File: src/rtl/strv32i_pkg.sv
// Shared types and constants for the STRV32I fetch stage.
package strv32i_pkg;

    typedef enum logic [2:0] {
        FETCH = 3'd0,
        WAIT  = 3'd1,
        HOLD  = 3'd2,
        DRAIN = 3'd3,
        FAULT = 3'd4
    } fetch_state_t;

    localparam logic [31:0] NOP_INSTR = 32'h0000_0013;
    localparam logic [31:0] PC_INCR   = 32'd4;

    function automatic logic addr_misaligned(input logic [31:0] addr);
        return (addr[1:0] != 2'b00);
    endfunction

endpackage

File: src/rtl/fetch_pc_sel.sv
// Next-PC select (trap > redirect > PC+4 > hold) with target alignment check.
// Behaviour depends on STRV32I_ALIGN_CHECK_EN.
module fetch_pc_sel
    import strv32i_pkg::*;
(
    input  logic [31:0] pc,
    input  logic        trap,
    input  logic [31:0] trap_addr,
    input  logic        redirect,
    input  logic [31:0] redirect_addr,
    input  logic        advance,
    output logic [31:0] next_pc,
    output logic        take_redirect,
    output logic        target_misaligned
);

    logic [31:0] target_s;
    logic [31:0] target_fixed_s;

    // Pick the redirect source and the resulting next PC.
    always_comb begin
        target_s      = redirect_addr;
        take_redirect = 1'b0;
        if (trap) begin
            target_s      = trap_addr;
            take_redirect = 1'b1;
        end else if (redirect) begin
            target_s      = redirect_addr;
            take_redirect = 1'b1;
        end else begin
            target_s      = redirect_addr;
            take_redirect = 1'b0;
        end

`ifdef STRV32I_ALIGN_CHECK_EN
        target_fixed_s    = target_s;
        target_misaligned = take_redirect & addr_misaligned(target_s);
`else
        // Without the check, low bits are simply dropped.
        target_fixed_s    = target_s & ~32'h0000_0003;
        target_misaligned = 1'b0;
`endif

        if (take_redirect) begin
            next_pc = target_fixed_s;
        end else if (advance) begin
            next_pc = pc + PC_INCR;
        end else begin
            next_pc = pc;
        end
    end

endmodule

File: src/rtl/instr_fetch_unit.sv
// STRV32I fetch stage: PC, single-outstanding imem requests, instruction register.
// Optional misaligned-target fault enabled by STRV32I_ALIGN_CHECK_EN.
module instr_fetch_unit
    import strv32i_pkg::*;
#(
    parameter logic [31:0] RESET_PC = 32'h0000_0000
) (
    input  logic        clk_in,
    input  logic        rst_in,
    input  logic        redirect_in,
    input  logic [31:0] redirect_addr_in,
    input  logic        trap_in,
    input  logic [31:0] trap_addr_in,
    input  logic        stall_in,
    output logic        imem_req_out,
    output logic [31:0] imem_addr_out,
    input  logic        imem_gnt_in,
    input  logic        imem_rvalid_in,
    input  logic [31:0] imem_rdata_in,
    output logic [31:0] instr_out,
    output logic [31:0] pc_out,
    output logic        instr_valid_out,
    output logic        misaligned_out
);

    fetch_state_t state_r;
    logic [31:0]  pc_r;
    logic [31:0]  instr_r;
    logic [31:0]  pc_out_r;
    logic         valid_r;
    logic [31:0]  next_pc_s;
    logic         take_s;
    logic         target_mis_s;
    logic         advance_s;
    logic         redirect_gate_s;
    logic         outstanding_s;
`ifdef STRV32I_ALIGN_CHECK_EN
    logic         mis_r;
    logic         pending_r;
`endif

    assign advance_s       = (state_r == WAIT) & imem_rvalid_in;
    // Only a trap may leave FAULT; plain redirects are ignored there.
    assign redirect_gate_s = redirect_in & (state_r != FAULT);

    fetch_pc_sel u_pc_sel (
        .pc                (pc_r),
        .trap              (trap_in),
        .trap_addr         (trap_addr_in),
        .redirect          (redirect_gate_s),
        .redirect_addr     (redirect_addr_in),
        .advance           (advance_s),
        .next_pc           (next_pc_s),
        .take_redirect     (take_s),
        .target_misaligned (target_mis_s)
    );

    // Whether a response will still be owed after this cycle if we redirect now.
    always_comb begin
        outstanding_s = 1'b0;
        case (state_r)
            FETCH:       outstanding_s = imem_gnt_in;
            WAIT, DRAIN: outstanding_s = ~imem_rvalid_in;
`ifdef STRV32I_ALIGN_CHECK_EN
            FAULT:       outstanding_s = pending_r & ~imem_rvalid_in;
`endif
            default:     outstanding_s = 1'b0;
        endcase
    end

    // Fetch FSM, PC and instruction register.
    always_ff @(posedge clk_in) begin
        if (rst_in) begin
            state_r  <= FETCH;
            pc_r     <= RESET_PC;
            instr_r  <= NOP_INSTR;
            pc_out_r <= RESET_PC;
            valid_r  <= 1'b0;
`ifdef STRV32I_ALIGN_CHECK_EN
            mis_r     <= 1'b0;
            pending_r <= 1'b0;
`endif
        end else begin
            pc_r <= next_pc_s;
            if (take_s) begin
                valid_r <= 1'b0;
`ifdef STRV32I_ALIGN_CHECK_EN
                if (target_mis_s) begin
                    state_r   <= FAULT;
                    mis_r     <= 1'b1;
                    pending_r <= outstanding_s;
                end else begin
                    state_r   <= outstanding_s ? DRAIN : FETCH;
                    mis_r     <= 1'b0;
                    pending_r <= 1'b0;
                end
`else
                state_r <= (outstanding_s & ~target_mis_s) ? DRAIN : FETCH;
`endif
            end else begin
                case (state_r)
                    FETCH: begin
                        if (imem_gnt_in) state_r <= WAIT;
                        else             state_r <= FETCH;
                    end
                    WAIT: begin
                        if (imem_rvalid_in) begin
                            instr_r  <= imem_rdata_in;
                            pc_out_r <= pc_r;
                            valid_r  <= 1'b1;
                            state_r  <= HOLD;
                        end else begin
                            state_r  <= WAIT;
                        end
                    end
                    HOLD: begin
                        if (!stall_in) begin
                            valid_r <= 1'b0;
                            state_r <= FETCH;
                        end else begin
                            state_r <= HOLD;
                        end
                    end
                    DRAIN: begin
                        if (imem_rvalid_in) state_r <= FETCH;
                        else                state_r <= DRAIN;
                    end
`ifdef STRV32I_ALIGN_CHECK_EN
                    FAULT: begin
                        if (imem_rvalid_in) pending_r <= 1'b0;
                        else                pending_r <= pending_r;
                        state_r <= FAULT;
                    end
`endif
                    default: state_r <= FETCH;
                endcase
            end
        end
    end

    assign imem_req_out    = (state_r == FETCH) & ~rst_in;
    assign imem_addr_out   = pc_r;
    assign instr_out       = instr_r;
    assign pc_out          = pc_out_r;
    assign instr_valid_out = valid_r;
`ifdef STRV32I_ALIGN_CHECK_EN
    assign misaligned_out  = mis_r;
`else
    assign misaligned_out  = 1'b0;
`endif

endmodule

File: config.mk
export PLATFORM = sky130hd
export DESIGN_NAME = instr_fetch_unit
export DESIGN_NICKNAME = d
export VERILOG_FILES = /design/src/rtl/strv32i_pkg.sv /design/src/rtl/fetch_pc_sel.sv /design/src/rtl/instr_fetch_unit.sv
export SDC_FILE = /design/constraint.sdc
export NUM_CORES = 1
export LEC_CHECK = 0
export BUFFER_PORTS_ARGS = -buffer_cell sky130_fd_sc_hd__buf_2
export CORE_ASPECT_RATIO = 1.4
export CORE_MARGIN = 5
export CORE_UTILIZATION = 40
export DETAILED_ROUTE_END_ITERATION = 8
export PLACE_DENSITY_LB_ADDON = 0.08
export SLEW_MARGIN = 20
export SYNTH_ARGS = -nofsm -noshare
export SYNTH_HDL_FRONTEND = slang
export SYNTH_SLANG_ARGS = --single-unit
File: constraint.sdc
create_clock -name clk_in -period 2.17 [get_ports clk_in]
set_clock_uncertainty 0.15 [all_clocks]
set_input_delay 0.434 -clock clk_in [delete_from_list [all_inputs] [get_ports clk_in]]
set_output_delay 0.434 -clock clk_in [all_outputs]
set_load 0.01 [all_outputs]
==> summary.md, run 1 <==
| Metric | Value |
|---|---|
| Synth Cell Area | `approximately 4500 um^2` |
| Final setup vio count | `0` |
| DR iter-0 viols | `203` |
| Critical-path top delay cell | `dfxtp_1` |
| Overall die height | `135 um` |
| Ports | `a little over 200` |
| Ys Warns | `0` |
| Tmin final | `just over 2 ns` |
| CTS Buffer Depth | `2` |
| Post-Syn Instances | `581` |
| Nets | `900` |
| Setup WS post-layout | `around 0.11 ns` |
| Design Area, Final | `6220 um^2` |
| FMAX | `~0.48 GHz` |
| First-pass GRT wire length | `24200 um` |
| Worst endpoint data arrival time | `between 2 and 2.5 ns` |
| Pin count of the biggest net entering global routing | `between 40 and 50` |
| Vias in the first global route | `roughly 5000` |
| Via-to-Cell Ratio | `approximately 5.3` |
| Number of flops mapped to enable cells by yosys | `0` |
| Unique masters post-synth | `56` |
| Hold-fix buffers at CTS | `0` |
| Die ar. | `about 13000 um^2` |
| Reg clk slew, reported paths | `about 0.070 ns` |
| Most frequent cells in the layout | `buf_2, nand2_1, dfxtp_1` |
| CP max stage delay | `~0.36 ns` |
| Total leakage power | `roughly 2.8 nW` |
| Delay-heaviest family, CP | `simple AND/OR/NAND/NOR gates` |
| Router iterations before antenna repair | `4` |
| CP Capture Type | `register` |
| Hold_ws | `around 0.16 ns` |
| TNS Setup | `0 ns` |
| Final hold vios | `0` |
| PortBufs | `around 190` |
| DRC viols | `0` |
| Area of the multi-input gates | `2390 um^2` |
| Worst hold start | `imem_rdata_in[1]` |
| CP startpoint kind | `register` |
| Avg Inst Size Synth | `7.70 um^2` |
| Post-layout util | `56.9%` |
| WP buf/inv | `0` |
| Row count | `45` |
| Top FF cell, synth | `dfxtp_1` |
| TritonCTS clock tree | `built` |
| Dpl ws | `-0.0249 ns` |
| Max Cap Viol | `0` |
| #FFs+latches synth | `95` |
| WS Path Type | `reg -> reg` |
| Max-slew violation count | `0` |
| Post-synthesis sequential area ratio | `42.5%` |
| Num CTS Buffers | `9` |
| Worst skew pair latency | `between 0.3 and 0.4 ns` |
| Register area | `approximately 1900 um^2` |
| HPWL after DPL | `between 10000 and 15000 um` |
| Initial Utilization | `41.0%` |
| Peak supply drop | `0.426 mV` |
| Synth-to-Final Area Change | `39.0%` |
| Vias | `about 5000` |
| Placed Area | `roughly 5800 um^2` |
| CTS Root Cell | `clkbuf_16` |
| Dominant cell type by area after synthesis | `dfxtp_1` |
| Worst-path cell chain | `ha_2 > nand3_4 > nor4_2 > mux2_2 > a222oi_1 > nor3_1` |
| ANT nets after route | `0` |
| Wire length per cell | `between 15 and 20 um` |
| Cell Pwr Density | `665 nW/um^2` |
| Share of post-route cells with drive strength above 1 | `between 30% and 40%` |
| Htree depth | `3` |
| Reg2reg start | `imem_addr_out[2]$_SDFFE_PP0P_` |
| Crit. Startpoint | `imem_addr_out[2]$_SDFFE_PP0P_` |
| Area share of the leading cell type in the synthesized netlist | `42.5%` |
| Initial antenna violation count | `0` |
| Overflow after GRT | `0` |
| Placer Congestion | `0.858` |
| Area contributors post-synth | `dfxtp_1, nand2_1, a21oi_1` |
| Commonest non-fill, non-tap cell in the layout | `buf_2` |
| CP max FO | `5` |
| GRT Util Overall | `around 22%` |
| Crit share post-route | `between 90% and 100%` |
| Filler cell count | `~1100` |
| Die width | `99.4 um` |
| CTS Sinks | `95` |
| Hold Path Class | `in -> reg` |
| Outcome | `complete, no violations` |
| Core area | `around 11000 um^2` |
| RSZ-0062 raised after global routing | `true` |
| Post-synth ARST share | `0%` |
| Total routed wirelength | `15700 um` |
| Worst EP required | `2.25 ns` |
[where the power goes]
| part | switching [mW] | total, mW | internal, mW |
|---|---|---|---|
| clock network | 0.707 | 1.73 | 1.02 |
| registers | 0.0499 | 1.84 | 1.79 |
| logic | 0.309 | 0.564 | 0.256 |
[final cells by class]
type	instances	area share [%]
multi-input cells	435	38.4
flip-flops and latches	95	30.6
repair buffers	247	22.5
clock buffers	10	3.68
well taps	141	2.84
clock inverters	6	1.51
inverters	8	0.483
diodes	1	0.0402
[synth_stat cells, drive strengths merged, types with 2 or more instances]
cell type,count
o21ai,19
nor3,12
a211oi,6
nor2b,12
or2,2
inv,7
nor2,24
nand2b,5
clkbuf,26
o22ai,4
xor2,6
a22o,3
a41oi,2
a31oi,6
nand4,9
a221oi,6
a221o,2
a22oi,12
buf,21
mux2i,3
a21oi,83
and4,5
o31ai,5
nand2,147
and3,8
nor4,8
dfxtp,95
o21a,3
nand3,18
a222oi,3
[flip-flops by register name, summed over array words and instances, names as in the netlist]
name,cells
imem_addr_out,30
instr_valid_out,1
state_r,2
instr_out,32
pc_out,30
[metrics by stage]
step                      power [mW]  cells
after floorplan                 2.16    585
after global placement          2.43    924
after detailed placement        2.44    924
after CTS                       4.16    940
after global routing            4.30    942
final                           4.13    943
[worst min-delay path: cells and delay by family]
| family | cells | cell delay (ns) |
|---|---|---|
| buffers and inverters | 1 | 0.07 |
| AND/OR/NAND/NOR | 2 | 0.11 |
[kinds of logic after synthesis]
| family | after synthesis | share of synthesized area [%] |
|---|---|---|
| other cells | 1 | 0.0838 |
| xor+xnor | 6 | 1.17 |
| fa+ha+maj | 1 | 0.280 |
| flops | 95 | 42.5 |
| simple gates | 254 | 26.7 |
| buf+inv | 55 | 5.48 |
| compound gates | 165 | 22.8 |
| mux | 4 | 0.923 |
[layer usage]
layer  share of wire [%]  track usage (%)  vias up
li1                    -                -     2467
met1                  39             25.8     2284
met2                  51             39.3      209
met3                 8.3             5.82       26
met4                 2.0             9.49        0
met5                   0                0        -
[what timing repair did]
action | CTS | global route
endpoints found under the hold margin | 0 | 0
setup buffers | 0 | 2
endpoints found under the setup margin | 2 | 11
gates cloned | 0 | 0
pin swaps | 0 | 3
gates resized for setup | 3 | 5
[final timing paths]
check	to	slack [ns]	cells past startpoint
min	instr_out[1]$_SDFFE_PP1P_	0.16	3
max reg2reg	imem_addr_out[16]$_SDFFE_PP0P_	0.11	6
max	imem_addr_out[16]$_SDFFE_PP0P_	0.11	6
min reg2reg	instr_out[29]$_SDFFE_PP0P_	0.30	2
No activity file was read; power rests on OpenSTA's default activity.
==> inputs of run 2 (changes only) <==
Settings changed: SYNTH_HIERARCHICAL set to 1.
==> run 2 against run 1 <==
  * Combinational power shrank 13%
  * Cell count is 1.8% lower
  * Power shrank 3.3%
  * Highest routed layer unchanged
  * Wire length is 13% lower
  * Hold slack better by 0.016 ns
  * Synthesized cell count is 0.86% lower
==> summary.md, run 2 <==
| Metric | Value |
|---|---|
| Outcome | `complete, no violations` |
| CP max stage delay | `0.33 ns (-0.03 ns)` |
| Setup WS post-layout | `0.195 ns (+0.0897 ns)` |
| Num CTS Buffers | `9 (unchanged)` |
| DR iter-0 viols | `215 (+5.9%)` |
| Initial antenna violation count | `0 (unchanged)` |
| Cell-internal power | `3.00 mW (-2.3%)` |
| Final setup vio count | `0 (unchanged)` |
| Comb power frac | `12.3% (-1.4 points)` |
| Synth-to-Final Area Change | `32.2%` |
| Post-synth ARST share | `0% (unchanged)` |
| Worst endpoint data arrival time | `2.05 ns (-0.09 ns)` |
| Placed Area | `5900 um^2 (+1.1%)` |
| Overflow after GRT | `0 (unchanged)` |
| Hold_ws | `0.172 ns (+0.0157 ns)` |
| Overall die height | `138 um (+2.2%)` |
| CTS Root Cell | `clkbuf_16` |
| Filler cell count | `1157 (+5.5%)` |
| P_sw | `1.00 mW (-6.1%)` |
| Post-CTS Setup Repair Bufs | `0 (unchanged)` |
| Wire length per cell | `14.7 um (-12%)` |
| Dpl cells | `910 (-1.5%)` |
| # diodes | `0 (-1)` |
| Sequential group share of total power | `47.9% (+3.3 points)` |
| Post-Syn Instances | `576 (-0.86%)` |
| Vias in the first global route | `4367 (-11%)` |
| Router iterations before antenna repair | `4 (unchanged)` |
| CTS Sinks | `99 (+4.2%)` |
| WHS Path Cells | `3 (unchanged)` |
| Final cell count without fillers | `926 (-1.8%)` |
| Top FF cell, synth | `dfxtp_1` |
| Design Area, Final | `6200 um^2 (-0.26%)` |
| Synth Cell Area | `4690 um^2 (+4.9%)` |
| Pin count of the biggest net entering global routing | `77 (+64%)` |
| GRT Util Overall | `18.7% (-3.8 points)` |
| Area contributors post-synth | `dfxtp_1, nand2_1, a21oi_1` |
| TritonCTS clock tree | `built` |
| FMAX | `0.506 GHz (+4.5%)` |
| Critical Path Stages | `9 (+3)` |
| Sw frac | `25.0% (-0.75 points)` |
| Htree depth | `3 (unchanged)` |
| Tot Pwr | `4.00 mW (-3.3%)` |
| Peak supply drop | `0.462 mV (+8.4%)` |
| Hold Path Class | `in -> reg` |
| Crit share post-route | `91.0% (-4.1 points)` |
| TNS Setup | `0 ns (unchanged)` |
| CP Capture Type | `register` |
| Max-slew violation count | `0 (unchanged)` |
| CP max FO | `10 (+5)` |
| Dpl ws | `-0.120 ns (-0.0955 ns)` |
| Worst-path cell chain | `nand2_1 > nor2_2 > and4_4 > nand3_4 > buf_4 > xnor2_1 > mux2i_1 > o21ai_0 > nor2b_1` |
| Commonest non-fill, non-tap cell in the layout | `buf_2` |
| Total routed wirelength | `13600 um (-13%)` |
| Worst skew pair latency | `0.34 ns (about the same)` |
| Delay-heaviest family, CP | `simple AND/OR/NAND/NOR gates` |
| Reg clk slew, reported paths | `0.07 ns (about the same)` |
| Vias | `4576 (-8.2%)` |
| RSZ-0062 raised after global routing | `false` |
| Most numerous cell in the Yosys netlist | `nand2_1` |
| Area share of the leading cell type in the synthesized netlist | `42.2% (-0.28 points)` |
| Post-synthesis sequential area ratio | `42.2% (-0.28 points)` |
| Final hold vios | `0 (unchanged)` |
| Avg Inst Size Synth | `8.15 um^2 (+5.8%)` |
| First-pass GRT wire length | `21300 um (-12%)` |
| Clk pwr share | `39.8% (-2.0 points)` |
| CTS Buffer Depth | `2 (unchanged)` |
| Worst EP required | `2.24 ns (about the same)` |
| Die ar. | `14000 um^2 (+4.5%)` |
| Critical-path top delay cell | `dfxtp_1` |
| Placer Congestion | `0.820 (-4.4%)` |
| PortBufs | `196 (+2.1%)` |
| Worst slew pin tran | `between 0.5 and 0.6 ns` |
| Share of post-route cells with drive strength above 1 | `35.8% (+0.72 points)` |
| Dominant cell type by area after synthesis | `dfxtp_1` |
| Post-layout util | `54.4% (-2.5 points)` |
| WS Path Type | `reg -> reg` |
| Nets | `881 (-2.1%)` |
| Hold-fix buffers at CTS | `0 (unchanged)` |
| Synth Net Count | `680` |
| DRC viols | `0 (unchanged)` |
| Worst-case reg-to-reg path depth | `9 (+3)` |
| Unique masters post-synth | `52 (-7.1%)` |
| CP startpoint kind | `register` |
| Via-to-Cell Ratio | `4.94 (-6.5%)` |
| Core area | `11400 um^2 (+4.3%)` |
| Commonest cells post-synth | `nand2_1, dfxtp_1, a21oi_1` |
| Row count | `46 (+2.2%)` |
| Initial Utilization | `41.2% (+0.22 points)` |
| Number of flops mapped to enable cells by yosys | `0 (unchanged)` |
| Die width | `102 um (+2.2%)` |
| Total leakage power | `2.67 nW (-3.4%)` |
| HPWL after DPL | `10000 um (-16%)` |
| Max transition margin | `around 64%` |
| Tmin final | `1.98 ns (-0.0897 ns)` |
| Cell Pwr Density | `645 nW/um^2 (-3.0%)` |
| Most frequent cells in the layout | `buf_2, nand2_1, dfxtp_1` |
| Max Cap Viol | `0 (unchanged)` |
| #FFs+latches synth | `99 (+4.2%)` |
| Ports | `202 (unchanged)` |
| ANT nets after route | `0 (unchanged)` |
| Ys Warns | `6 (+6)` |
| WP buf/inv | `1 (+1)` |
==> run 2: changes by cell type after synthesis, moves of 6 or more <==
cell and delta:
nor2b_1 +31, xnor2_1 +21, a21oi_1 -17, a21oi_2 +15, a22oi_1 -12, nand3_1 -12, nand2_1 +11, buf_2 -9
clkbuf_1 -9, a31oi_1 -6, buf_8 +6
==> run 2: per-layer routing <==
metal  GRT usage (%)  part of all wire (%)
met3            5.23                   8.2
met4            5.32                   1.6
met1            23.8                    43
met5               0                     0
met2            30.4                    47
==> run 2: worst paths after layout <==
kind / startpoint / endpoint / slack [ns]
setup / recovery: state_r[0]$_SDFF_PP0_ / imem_addr_out[9]$_SDFF_PP0_ / 0.19
hold / removal: imem_rdata_in[1] / instr_out[1]$_SDFFE_PP1P_ / 0.17
setup reg to reg: state_r[0]$_SDFF_PP0_ / imem_addr_out[9]$_SDFF_PP0_ / 0.19
hold reg to reg: pc_out[9]$_SDFFE_PP0P_ / pc_out[9]$_SDFFE_PP0P_ / 0.30
==> run 2: kinds of logic after synthesis <==
kind of cell	count (synthesis)	share of synthesized area, %
compound gates	118	15.3
xor+xnor	28	5.23
fa+ha+maj	1	0.267
buf+inv	45	5.78
flops	99	42.2
mux	5	1.09
other cells	2	0.160
simple gates	278	29.9
==> run 2: worst register-to-register path: stages, from the launching register on <==
cell and delay (ns):
dfxtp_1 0.33, nand2_1 0.07, nor2_2 0.16, and4_4 0.27, nand3_4 0.19, buf_4 0.22, xnor2_1 0.12, mux2i_1 0.12
o21ai_0 0.08, nor2b_1 0.15
==> run 2: cell type report <==
type | instances | area [um^2] | share of cell area (%)
Clock buffer | 10 | 229 | 3.69
Timing Repair Buffer | 229 | 1260 | 20.3
Clock inverter | 6 | 65.1 | 1.05
Multi-Input combinational cell | 432 | 2470 | 39.8
Inverter | 6 | 23.8 | 0.383
Tap cell | 144 | 180 | 2.90
Sequential cell | 99 | 1980 | 31.9
==> run 2: repair_timing <==
item | CTS | global route
endpoints found under the setup margin | 0 | 13
hold endpoints to repair | 0 | 0
gates resized for setup | 0 | 2
==> run 2: power by group through the flow <==
stage | combinational [mW] | sequential, mW | clock (mW)
after global routing | 0.540 | 1.92 | 1.72
after detailed placement | 0.492 | 1.96 | 0
final | 0.491 | 1.92 | 1.59
after global placement | 0.487 | 1.96 | 0
after floorplan | 0.219 | 1.99 | 0
after CTS | 0.495 | 1.92 | 1.64
==> inputs of run 3 (changes only) <==
--- a/constraint.sdc
+++ b/constraint.sdc
@@ -3,3 +3,3 @@
 set_input_delay 0.434 -clock clk_in [delete_from_list [all_inputs] [get_ports clk_in]]
 set_output_delay 0.434 -clock clk_in [all_outputs]
-set_load 0.01 [all_outputs]
+set_load 0.1 [all_outputs]
==> run 3 against run 2 <==
  * Worst setup slack worse by 0.084 ns
  * Flip-flop and latch count unchanged
  * Power up 4.2%
  * Sequential share of layout area up 0.99 points
  * Utilization down 0.40 points
  * Cell count down 1.4%
  * Critical path depth down 1
  * Combinational power up 59%
  * Design area down 0.73%
  * Wire length down 2.8%
  * Non-clock buffer count down 12
  * Die area unchanged
  * Critical endpoint is now imem_addr_out[18]$_SDFF_PP0_
  * Largest cell class unchanged
==> summary.md, run 3 (synthesis results as in run 2) <==
| Metric | Value |
|---|---|
| Total routed wirelength | `13200 um (-2.8%)` |
| Post-CTS Setup Repair Bufs | `0 (unchanged)` |
| CP Capture Type | `register` |
| Router iterations before antenna repair | `4 (unchanged)` |
| Vias in the first global route | `4407 (+0.92%)` |
| CTS Root Cell | `clkbuf_16` |
| Overall die height | `138 um (unchanged)` |
| Crit share post-route | `94.9% (+3.9 points)` |
| Die width | `102 um (unchanged)` |
| DR iter-0 viols | `159 (-26%)` |
| CTS Buffer Depth | `2 (unchanged)` |
| Commonest non-fill, non-tap cell in the layout | `buf_2` |
| Hold Path Class | `in -> reg` |
| FMAX | `0.486 GHz (-4.1%)` |
| Synth-to-Final Area Change | `31.2%` |
| Hold_ws | `0.164 ns (-0.00773 ns)` |
| CP startpoint kind | `register` |
| Initial antenna violation count | `0 (unchanged)` |
| Resized Gates After CTS | `0 (unchanged)` |
| PortBufs | `196 (unchanged)` |
| Tmin final | `2.06 ns (+0.0838 ns)` |
| Share of post-route cells with drive strength above 1 | `37.8% (+2.0 points)` |
| Hold-fix buffers at CTS | `0 (unchanged)` |
| Core area | `11400 um^2 (unchanged)` |
| ANT nets after route | `0 (unchanged)` |
| CP max FO | `5 (-5)` |
| Most frequent cells in the layout | `buf_2, nand2_1, dfxtp_1` |
| Max transition margin | `63.6% (-0.73 points)` |
| Final setup vio count | `0 (unchanged)` |
| Wire length per cell | `14.5 um (-1.4%)` |
| First-pass GRT wire length | `21200 um (-0.58%)` |
| RSZ-0062 raised after global routing | `false` |
| Pin count of the biggest net entering global routing | `60 (-22%)` |
| WS Path Type | `reg -> reg` |
| Ports | `202 (unchanged)` |
| Htree depth | `3 (unchanged)` |
| Area of the multi-input gates | `2470 um^2 (+0.20%)` |
| Initial Utilization | `41.2% (unchanged)` |
| Total leakage power | `2.62 nW (-2.1%)` |
| Placer Congestion | `0.782 (-4.6%)` |
| Filler cell count | `1124 (-2.9%)` |
| Worst slew pin tran | `0.546 ns (+0.0110 ns)` |
| Max Cap Viol | `0 (unchanged)` |
| Worst R2R Setup Slack | `0.11 ns (-0.08 ns)` |
| # diodes | `0 (unchanged)` |
| GRT Util Overall | `18.5% (-0.18 points)` |
| Outcome | `complete, no violations` |
| Register area | `2030 um^2 (+2.3%)` |
| Reg clk slew, reported paths | `0.07 ns (about the same)` |
| Worst EP required | `2.23 ns (about the same)` |
| Num CTS Buffers | `9 (unchanged)` |
| Design Area, Final | `6160 um^2 (-0.73%)` |
| Vias | `4480 (-2.1%)` |
| Die ar. | `14000 um^2 (unchanged)` |
| Cell Pwr Density | `676 nW/um^2 (+4.9%)` |
| Worst endpoint data arrival time | `2.12 ns (+0.07 ns)` |
| Final hold vios | `0 (unchanged)` |
| Overflow after GRT | `0 (unchanged)` |
| Peak supply drop | `0.328 mV (-29%)` |
| DRC viols | `0 (unchanged)` |
| HPWL after DPL | `9970 um (-0.49%)` |
| Nets | `869 (-1.4%)` |
| CTS Sinks | `99 (unchanged)` |
| TritonCTS clock tree | `built` |
| Max-slew violation count | `0 (unchanged)` |
| Worst skew pair latency | `0.34 ns (about the same)` |
| Placed Area | `5900 um^2 (about the same)` |
| Row count | `46 (unchanged)` |
| Via-to-Cell Ratio | `4.91 (-0.70%)` |
==> run 3: cell types whose count changed in the layout (fill, tap and decap cells not counted), sizes merged <==
cell	previous run	this run
bufinv	1	0
clkbuf	10	11
clkinv	4	3
buf	229	217
==> run 3: power breakdown <==
| group | internal, mW | switching (mW) | total [mW] |
|---|---|---|---|
| logic | 0.221 | 0.561 | 0.781 |
| clock network | 0.773 | 0.668 | 1.44 |
| registers | 1.87 | 0.0731 | 1.94 |
==> run 3: path summary, 6_finish.rpt <==
check / start / endpoint / depth (start not counted)
max: state_r[0]$_SDFF_PP0_ / imem_addr_out[18]$_SDFF_PP0_ / 8
min: imem_rdata_in[4] / instr_out[4]$_SDFFE_PP1P_ / 3
max reg2reg: state_r[0]$_SDFF_PP0_ / imem_addr_out[18]$_SDFF_PP0_ / 8
min reg2reg: pc_out[8]$_SDFFE_PP0P_ / pc_out[8]$_SDFFE_PP0P_ / 2
==> run 3: worst max-delay path, cell delays in order (launching register included) <==
cell and delay, ns:
dfxtp_1 0.35, nand2_1 0.08, nor2_2 0.15, nand4_2 0.23
nor4_4 0.39, nand4_1 0.16, xor2_1 0.16, o221ai_1 0.11
nor2b_1 0.15
==> run 3: area by class of cell <==
| type | count | area share (%) |
|---|---|---|
| clock inverters | 4 | 0.447 |
| well taps | 144 | 2.93 |
| flip-flops and latches | 99 | 32.9 |
| clock buffers | 11 | 3.78 |
| inverters | 6 | 0.386 |
| repair buffers | 217 | 19.4 |
| multi-input cells | 432 | 40.1 |
==> run 3: per-layer routing <==
metal	GRT usage [%]	routed length [um]
met1	23.6	5670
met2	30.7	6340
met3	4.43	1030
met4	5.32	161
met5	0	0
==> run 3: per-stage QoR <==
| step | std cells | setup WS, ns | power (mW) | TNS, ns | util [%] |
|---|---|---|---|---|---|
| finish | 913 | 0.111 | 4.17 | 0 | 54.0 |
| global route | 913 | 0.0173 | 4.35 | 0 | 54.0 |
| CTS | 913 | 0.112 | 4.22 | 0 | 54.0 |
| floorplan | 576 | 0.00618 | 2.55 | 0 | - |
| global placement | 898 | -0.0732 | 2.76 | -0.100 | 51.8 |
| detailed placement | 898 | -0.0660 | 2.77 | -0.147 | 51.8 |
